==> config.mk <==
export PLATFORM = sky130hd
export DESIGN_NAME = dec_scan_ctrl_flat
export DESIGN_NICKNAME = d
export VERILOG_FILES = /design/src/rtl/dec_scan_ctrl_if.sv /design/src/rtl/dec_scan_ctrl.sv /design/src/flat_wrapper.sv
export SDC_FILE = /design/constraint.sdc
export NUM_CORES = 1
export LEC_CHECK = 0
export CORE_MARGIN = 10
export CORE_UTILIZATION = 35
export CTS_CLUSTER_SIZE = 24
export DETAILED_ROUTE_END_ITERATION = 8
export GPL_TIMING_DRIVEN = 0
export HOLD_SLACK_MARGIN = 0.03
export MAX_ROUTING_LAYER = met4
export PLACE_DENSITY = 0.74
export SYNTH_ARGS = -nofsm -noshare
export SYNTH_HDL_FRONTEND = slang
export SYNTH_SLANG_ARGS = --single-unit
==> constraint.sdc <==
create_clock -name clk -period 1.3 [get_ports clk]
set_clock_uncertainty 0.05 [all_clocks]
set_input_delay 0.195 -clock clk [delete_from_list [all_inputs] [get_ports clk]]
set_output_delay 0.195 -clock clk [all_outputs]
set_load 0.1 [all_outputs]
==> src/rtl/dec_scan_ctrl_if.sv <==
// Handshake/control bundle between a scan-sequencer client and dec_scan_ctrl.
// The sequencer side uses the slave modport; the client (or bench) uses master.
interface dec_scan_ctrl_if;
   logic       start;
   logic       stop;
   logic [7:0] mask;
   logic [2:0] Din;
   logic       en;
   logic       busy;
   logic       wrap;

   modport master (
      output start, stop, mask,
      input  Din, en, busy, wrap
   );

   modport slave (
      input  start, stop, mask,
      output Din, en, busy, wrap
   );
endinterface

==> src/rtl/dec_scan_ctrl.sv <==
// Scan sequencer for a dec3to8 decoder: sweeps Din 0..7 with DIV dwell cycles
// and BLANK blanking cycles per position. Define SCAN_SKIP_EN to honour mask.
module dec_scan_ctrl #(
   parameter int DIV   = 4,
   parameter int BLANK = 1
) (
   input  logic           clk,
   input  logic           rst,
   dec_scan_ctrl_if.slave bus
);

   localparam int MAX_DB    = (DIV > BLANK) ? DIV : BLANK;
   localparam int CNT_RANGE = (MAX_DB > 2) ? MAX_DB : 2;
   localparam int CW        = $clog2(CNT_RANGE);
   localparam logic [CW-1:0] DIV_LAST   = CW'(DIV - 1);
   localparam logic [CW-1:0] BLANK_LAST = CW'((BLANK > 0) ? (BLANK - 1) : 0);

   typedef enum logic [1:0] {
      ST_IDLE = 2'd0,
      ST_SHOW = 2'd1,
      ST_GAP  = 2'd2
   } state_t;

   state_t        r_state;
   state_t        w_state_nxt;
   logic [2:0]    r_sel;
   logic [2:0]    w_sel_nxt;
   logic [CW-1:0] r_cnt;
   logic [CW-1:0] w_cnt_nxt;
   logic          r_wrap;
   logic          w_wrap_nxt;
   logic          r_en;
   logic          r_busy;
   logic          w_adv;

`ifdef SCAN_SKIP_EN
   // r_hunt: GAP is waiting for a mask bit rather than counting blanking.
   // r_first: the pending advance is the first position of a fresh scan.
   logic       r_hunt;
   logic       w_hunt_nxt;
   logic       r_first;
   logic       w_first_nxt;
   logic [3:0] w_pick;

   // Nearest set mask bit cyclically after base (base itself last); {found, index}.
   function automatic logic [3:0] next_pos(input logic [2:0] base, input logic [7:0] m);
      logic [3:0] res;
      logic [2:0] idx;
      res = 4'd0;
      for (int i = 8; i >= 1; i--) begin
         idx = base + 3'(i);
         if (m[idx]) begin
            res = {1'b1, idx};
         end else begin
            res = res;
         end
      end
      return res;
   endfunction
`endif

   // Next-state, next-position and wrap-pulse decode.
   always_comb begin
      w_state_nxt = r_state;
      w_sel_nxt   = r_sel;
      w_cnt_nxt   = r_cnt;
      w_wrap_nxt  = 1'b0;
      w_adv       = 1'b0;
`ifdef SCAN_SKIP_EN
      w_hunt_nxt  = r_hunt;
      w_first_nxt = r_first;
      w_pick      = 4'd0;
`endif
      case (r_state)
         ST_IDLE: begin
            w_sel_nxt = 3'd0;
            w_cnt_nxt = '0;
            if (bus.start && !bus.stop) begin
`ifdef SCAN_SKIP_EN
               w_first_nxt = 1'b1;
               w_adv       = 1'b1;
`else
               w_state_nxt = ST_SHOW;
               w_wrap_nxt  = 1'b1;
`endif
            end else begin
               w_state_nxt = ST_IDLE;
            end
         end
         ST_SHOW: begin
            if (r_cnt == DIV_LAST) begin
               w_cnt_nxt = '0;
               if (BLANK > 0) begin
                  w_state_nxt = ST_GAP;
               end else begin
                  w_adv = 1'b1;
               end
            end else begin
               w_cnt_nxt = r_cnt + 1'b1;
            end
         end
         ST_GAP: begin
`ifdef SCAN_SKIP_EN
            if (r_hunt || (r_cnt == BLANK_LAST)) begin
`else
            if (r_cnt == BLANK_LAST) begin
`endif
               w_adv = 1'b1;
            end else begin
               w_cnt_nxt = r_cnt + 1'b1;
            end
         end
         default: begin
            w_state_nxt = ST_IDLE;
            w_sel_nxt   = 3'd0;
            w_cnt_nxt   = '0;
         end
      endcase

      // A fresh scan searches from index 7 so the lowest set bit is found first.
      if (w_adv) begin
         w_cnt_nxt = '0;
`ifdef SCAN_SKIP_EN
         w_pick = next_pos(w_first_nxt ? 3'd7 : r_sel, bus.mask);
         if (w_pick[3]) begin
            w_state_nxt = ST_SHOW;
            w_sel_nxt   = w_pick[2:0];
            w_wrap_nxt  = w_first_nxt || (w_pick[2:0] <= r_sel);
            w_hunt_nxt  = 1'b0;
            w_first_nxt = 1'b0;
         end else begin
            w_state_nxt = ST_GAP;
            w_hunt_nxt  = 1'b1;
         end
`else
         w_state_nxt = ST_SHOW;
         w_sel_nxt   = r_sel + 3'd1;
         w_wrap_nxt  = (r_sel == 3'd7);
`endif
      end else begin
         w_wrap_nxt = w_wrap_nxt;
      end

      if (bus.stop) begin
         w_state_nxt = ST_IDLE;
         w_sel_nxt   = 3'd0;
         w_cnt_nxt   = '0;
         w_wrap_nxt  = 1'b0;
`ifdef SCAN_SKIP_EN
         w_hunt_nxt  = 1'b0;
         w_first_nxt = 1'b0;
`endif
      end else begin
         w_state_nxt = w_state_nxt;
      end
   end

   // State, position, counter and registered output update.
   always_ff @(posedge clk) begin
      if (rst) begin
         r_state <= ST_IDLE;
         r_sel   <= 3'd0;
         r_cnt   <= '0;
         r_wrap  <= 1'b0;
         r_en    <= 1'b0;
         r_busy  <= 1'b0;
`ifdef SCAN_SKIP_EN
         r_hunt  <= 1'b0;
         r_first <= 1'b0;
`endif
      end else begin
         r_state <= w_state_nxt;
         r_sel   <= w_sel_nxt;
         r_cnt   <= w_cnt_nxt;
         r_wrap  <= w_wrap_nxt;
         r_en    <= (w_state_nxt == ST_SHOW);
         r_busy  <= (w_state_nxt != ST_IDLE);
`ifdef SCAN_SKIP_EN
         r_hunt  <= w_hunt_nxt;
         r_first <= w_first_nxt;
`endif
      end
   end

   assign bus.Din  = r_sel;
   assign bus.en   = r_en;
   assign bus.busy = r_busy;
   assign bus.wrap = r_wrap;

endmodule
==> src/flat_wrapper.sv <==
// flat-port wrapper written by rule: the top's interface ports become plain ports
module dec_scan_ctrl_flat 
#(
   parameter int DIV   = 4,
   parameter int BLANK = 1
)
  (clk, rst, bus_start, bus_stop, bus_mask, bus_Din, bus_en, bus_busy, bus_wrap);
  dec_scan_ctrl_if bus_i ();
  input  logic clk;
  input  logic rst;
  input wire logic [$bits(bus_i.start)-1:0] bus_start;
  input wire logic [$bits(bus_i.stop)-1:0] bus_stop;
  input wire logic [$bits(bus_i.mask)-1:0] bus_mask;
  output wire logic [$bits(bus_i.Din)-1:0] bus_Din;
  output wire logic [$bits(bus_i.en)-1:0] bus_en;
  output wire logic [$bits(bus_i.busy)-1:0] bus_busy;
  output wire logic [$bits(bus_i.wrap)-1:0] bus_wrap;
  assign bus_i.start = bus_start;
  assign bus_i.stop = bus_stop;
  assign bus_i.mask = bus_mask;
  assign bus_Din = bus_i.Din;
  assign bus_en = bus_i.en;
  assign bus_busy = bus_i.busy;
  assign bus_wrap = bus_i.wrap;
  dec_scan_ctrl #(.DIV(DIV), .BLANK(BLANK)) u_core (.clk(clk), .rst(rst), .bus(bus_i));
endmodule
# After elaboration in Yosys (flattened, before gate mapping)
# Index checks and enable logic that the tools add are counted.
op_classes:
  add_sub_neg: 2
  n_reduce_logical: 8
  n_mux: 15
  n_eq_ne: 7
ops:
  columns: ["op", "n"]
  rows:
  - ["$mux W2", 5]
  - ["$mux W1", 6]
  - ["$mux W3", 2]
  - ["$pmux W2 S3", 1]
  - ["$eq A2 B1 Y1 const B", 2]
  - ["$eq A2 B2 Y1 const B", 2]
  - ["$logic_not A2 Y1", 2]
  - ["$pmux W2 S2", 1]
  - ["$reduce_or A2 Y1", 2]
  - ["$add A3 B1 Y3 const B", 1]
  - ["$eq A3 B3 Y1 const B", 1]
  - ["$reduce_or A3 Y1", 1]
  - ["$add A2 B1 Y2 const B", 1]
  - ["$ne A2 B1 Y1 const B", 1]
  - ["$ne A2 B2 Y1 const B", 1]
  - ["$reduce_bool A2 Y1", 1]
  - ["$logic_and A1 B1 Y1", 1]
  - ["$logic_not A1 Y1", 1]
totals:
  output_inout_bits: 6
  elab_cells: 38
  in_bits: 12
  regBits: 10

# Longest topological paths before layout
depth:
  word_depth: 7
  depth_mapped: 5

# Worst setup path before layout
# OpenSTA, ideal clock, no wires.
synth_path:
  path_kind: "reg-to-reg"
  from: "reg u_core.r_sel[0], in the netlist u_core.bus.Din[0]"
  to: "reg u_core.r_sel[2], in the netlist u_core.bus.Din[2]"
  path_slack_ns: -0.427
  stages_incl_launch_ff: 5
  arrival_time_ns: 1.547
  t_required_ns: 1.120
  cell_sequence: "dfxtp_1 -> ha_1 -> ha_1 -> nand2_1 -> a21oi_1"
synth_via:
  elab_chain_len: 2
synth_rtl:
  columns: ["item", "line_no", "text"]
  rows:
  - ["start: declaration", "dec_scan_ctrl.sv:26", "logic [2:0] r_sel;"]
  - ["start signal: assignment", "dec_scan_ctrl.sv:173", "r_sel <= w_sel_nxt;"]
  - ["$add A3 B1 Y3", "dec_scan_ctrl.sv:137", "w_sel_nxt = r_sel + 3'd1;"]
  - ["$mux W3", "dec_scan_ctrl.sv:121", "if (w_adv) begin"]
# No other way between the ends.
# A chain may end at the register's enable or synchronous reset.

# Final worst setup path
layout_path:
  from: "reg u_core.r_state[1]"
  to: "reg u_core.r_en, in the netlist u_core.bus.en"
layout_via:
  elab_chain_len: 5
layout_rtl:
  columns: ["item", "line_no", "text"]
  rows:
  - ["start: declaration", "dec_scan_ctrl.sv:24", "state_t r_state;"]
  - ["start signal: assignment", "dec_scan_ctrl.sv:172", "r_state <= w_state_nxt;"]
  - ["$eq A2 B2 Y1, or another cell as far along", "dec_scan_ctrl.sv:74", "case (r_state)"]
  - ["$pmux W2 S3 / $mux W1 (equally long branches)", null, null]
  - ["$mux W2 (*)", "dec_scan_ctrl.sv:121", null]
  - ["$mux W2 (*)", "dec_scan_ctrl.sv:144", "if (bus.stop) begin"]
  - ["$eq A2 B1 Y1 (*)", "dec_scan_ctrl.sv:176", "r_en <= (w_state_nxt == ST_SHOW);"]
  - ["end signal: assignment", "dec_scan_ctrl.sv:176", null]
  - ["end: declaration", "dec_scan_ctrl.sv:32", "logic r_en;"]
# Mark *: on every way between the ends. The rest lies on a longest branch, timed or not.

==> results.md <==
* CTS Buf Count at 3
* Setup crit start kind: register
* Global route total overflow at 0
* Dominant cell type by area after synthesis: dfxtp_1
* Fin crit period at ~1.3 ns
* IO Pins at 18
* Cells after Synth at between 50 and 60
* Worst skew pair latency at between 0.2 and 0.3 ns
* Power Internal at ~0.43 mW
* Global Route Usage Sum at 6.67%
* Crit Path Category: register to register
* Comb pwr share at a little over a tenth
* EDFF count, synth at 0
* VDD IR max at between 0.3 and 0.4 mV
* Starting Density at 38.4%
* Hold Violations, Final at 0
* Routed length per instance at 12.8 um
* CP max FO at 5
* Setup tns final at 0 ns
* Tcrit/Tclk final at just under 100%
* Switching share of power at a little over a quarter
* Cell Count, Final, Fillers Out at 90
* H-tree level count at 1
* Worst path max stage delay at about 0.37 ns
* Sequential area share after synthesis at 38.6%
* Placed cells at between 80 and 90
* Crit path DAT at approximately 1.4 ns
* Vias in the first global route at approximately 370
* Share of cells above drive strength 1 at between 40 and 50%
* Crit path cell chain: inv_2, ha_4, and3b_1, or2_1, a221oi_2
* Status: completed
* Area Overhead vs Synth at 43.5%
* Width of the die at slightly below 60 um
* CTS max path bufs at 2
* Yosys warnings at 0
* Netlist Area Pre-Place at between 500 and 600 um^2
* RePlAce Congestion at ~0.84
* Clock Pin Slew Worst Setup and Hold Paths at 0.07 ns
* Detail Route Antenna Nets at 0
* Pwr Total at 0.591 mW
* CTS tree: yes
* Largest net degree at the start of global routing at 9
* Initial antenna violation count at 0
* FP Rows at 13
* Max_cap viols at 0
* Root Buffer Master: clkbuf_4
* First-pass GRT wire length at 1690 um
* Final WL at around 1200 um
* Synth top area share at between 30% and 40%
* Final count of pins violating max slew at 0
* Clock share of power at a little under two fifths
* Clock sink count at 10
* Dpl hpwl at approximately 750 um
* Syn nets at a little under 80
* Primary FF master, synth: dfxtp_1
* Worst hold slack at around 0.37 ns
* Measured slew at the worst slew-check pin at 0.487 ns
* Synth top area cells: dfxtp_1 39%, ha_1 19%, a21oi_1 4.8%
* Synthesized flop and latch total at 10
* DR DRC count at 0
* RSZ-0062 raised after global routing: true
* Nets at 96
* Crit. End Element: register
* Post-route setup slack at ~0.033 ns
* Flop pwr share at between 50% and 60%
* IO buf count at 9
* Power density over cell area at about 800 nW/um^2
* Most frequent cells in the layout: 7 x buf_4, 5 x a21oi_1
* FMAX at between 700 and 800 MHz
* Final setup violation count at 0
* Vias per Instance at 4.86
* Initial DRC Count at 1
* Pre-CTS setup slack at -0.409 ns
* Router iterations before antenna repair at 2
* Netlist cell types at 21
* Dpl cell area at between 600 and 700 um^2
* LEAKAGE at 0.304 nW
* Die area at 3420 um^2
* Leading cell type in the layout, fill and taps excluded: buf_4
* Switching pwr at 0.157 mW
* Util after Layout at approximately 55%
* Core box area at roughly 1400 um^2
* Worst rel slew slack at 67.7%
* Die Y at around 58 um
* Hold Path Class: register to register
* Finished Cell Area at 743 um^2
* Synth Area per Inst at a little under 9 um^2
* Diode count at 0
* Slowest stage cell, crit path: dfxtp_4
* Fraction of registers with async set/reset at 0%
* Vias after detailed routing at approximately 440
* CP required at roughly 1.5 ns
==> worst max-delay path, delay by kind of cell (launching register included) <==
kind / cells / cell delay [ns]
buffers and inverters: 1 / 0.05
AO/OA/AOI/OAI: 1 / 0.21
flip-flops: 1 / 0.37
adder cells (fa/ha/maj): 1 / 0.15
AND/OR/NAND/NOR: 2 / 0.38
==> synthesized netlist by cell type, types with 2 or more instances <==
master and number:
o21ai_0 2, nor2b_1 2, nand3_1 4, ha_1 8
nand2_1 5, a31oi_1 2, nor3_1 2, dfxtp_1 10
inv_1 5, nor2_1 3, a21oi_1 5
==> final timing paths <==
kind,start,end,cells past startpoint,slack (ns)
hold reg to reg,u_core.r_cnt[0],u_core.r_cnt[0],1,0.37
setup / recovery,u_core.r_state[1],u_core.bus.en,5,0.03
setup reg to reg,u_core.r_state[1],u_core.bus.en,5,0.03
hold / removal,u_core.r_cnt[0],u_core.r_cnt[0],1,0.37
==> sequential cells by signal (all words and copies together), names as in the netlist <==
register / count
u_core.bus.busy: 1
u_core.bus.Din: 3
u_core.r_state: 2
u_core.bus.en: 1
u_core.r_cnt: 2
u_core.bus.wrap: 1
==> power groups by stage <==
stage	logic (mW)	clock network (mW)	registers (mW)
3_5_place_dp	0.0588	0	0.315
4_1_cts	0.0595	0.232	0.306
2_1_floorplan	0.0170	0	0.337
5_1_grt	0.0661	0.251	0.305
3_3_place_gp	0.0588	0	0.315
6_report	0.0622	0.224	0.305
==> timing repair <==
action,in CTS,in global routing
setup buffers,1,3
resized for setup,40,10
endpoints found under the setup margin,10,8
pin swaps,3,3
hold buffers,0,0
endpoints found under the hold margin,0,0
==> routing by layer <==
layer | wire [um] | part of all wire (%) | vias up | global-route usage [%]
li1 | - | - | 231 | -
met5 | 0 | 0 | - | -
met3 | 124 | 11 | 3 | 5.58
met1 | 487 | 42 | 193 | 6.41
met2 | 529 | 46 | 10 | 9.41
met4 | 14 | 1.2 | 0 | 3.02
==> cell type report <==
type | count | area (um^2)
fill | 124 | 607
multi-input combinational | 42 | 360
sequential | 10 | 218
timing repair buffer | 13 | 97.6
clock buffer | 3 | 22.5
inverter | 5 | 18.8
tap | 15 | 18.8
clock inverter | 1 | 3.75
buffer | 1 | 3.75
==> logic make-up (layout without fill, tap and decap cells) <==
logic type | Yosys count | after routing | synth area share (%)
compound gates | 11 | 11 | 13.0
simple gates | 22 | 22 | 22.7
buf+inv | 6 | 23 | 4.35
fa+ha+maj | 8 | 8 | 19.3
mux | 1 | 1 | 1.93
flops | 10 | 10 | 38.6
Power figures use the tool's default switching activity.
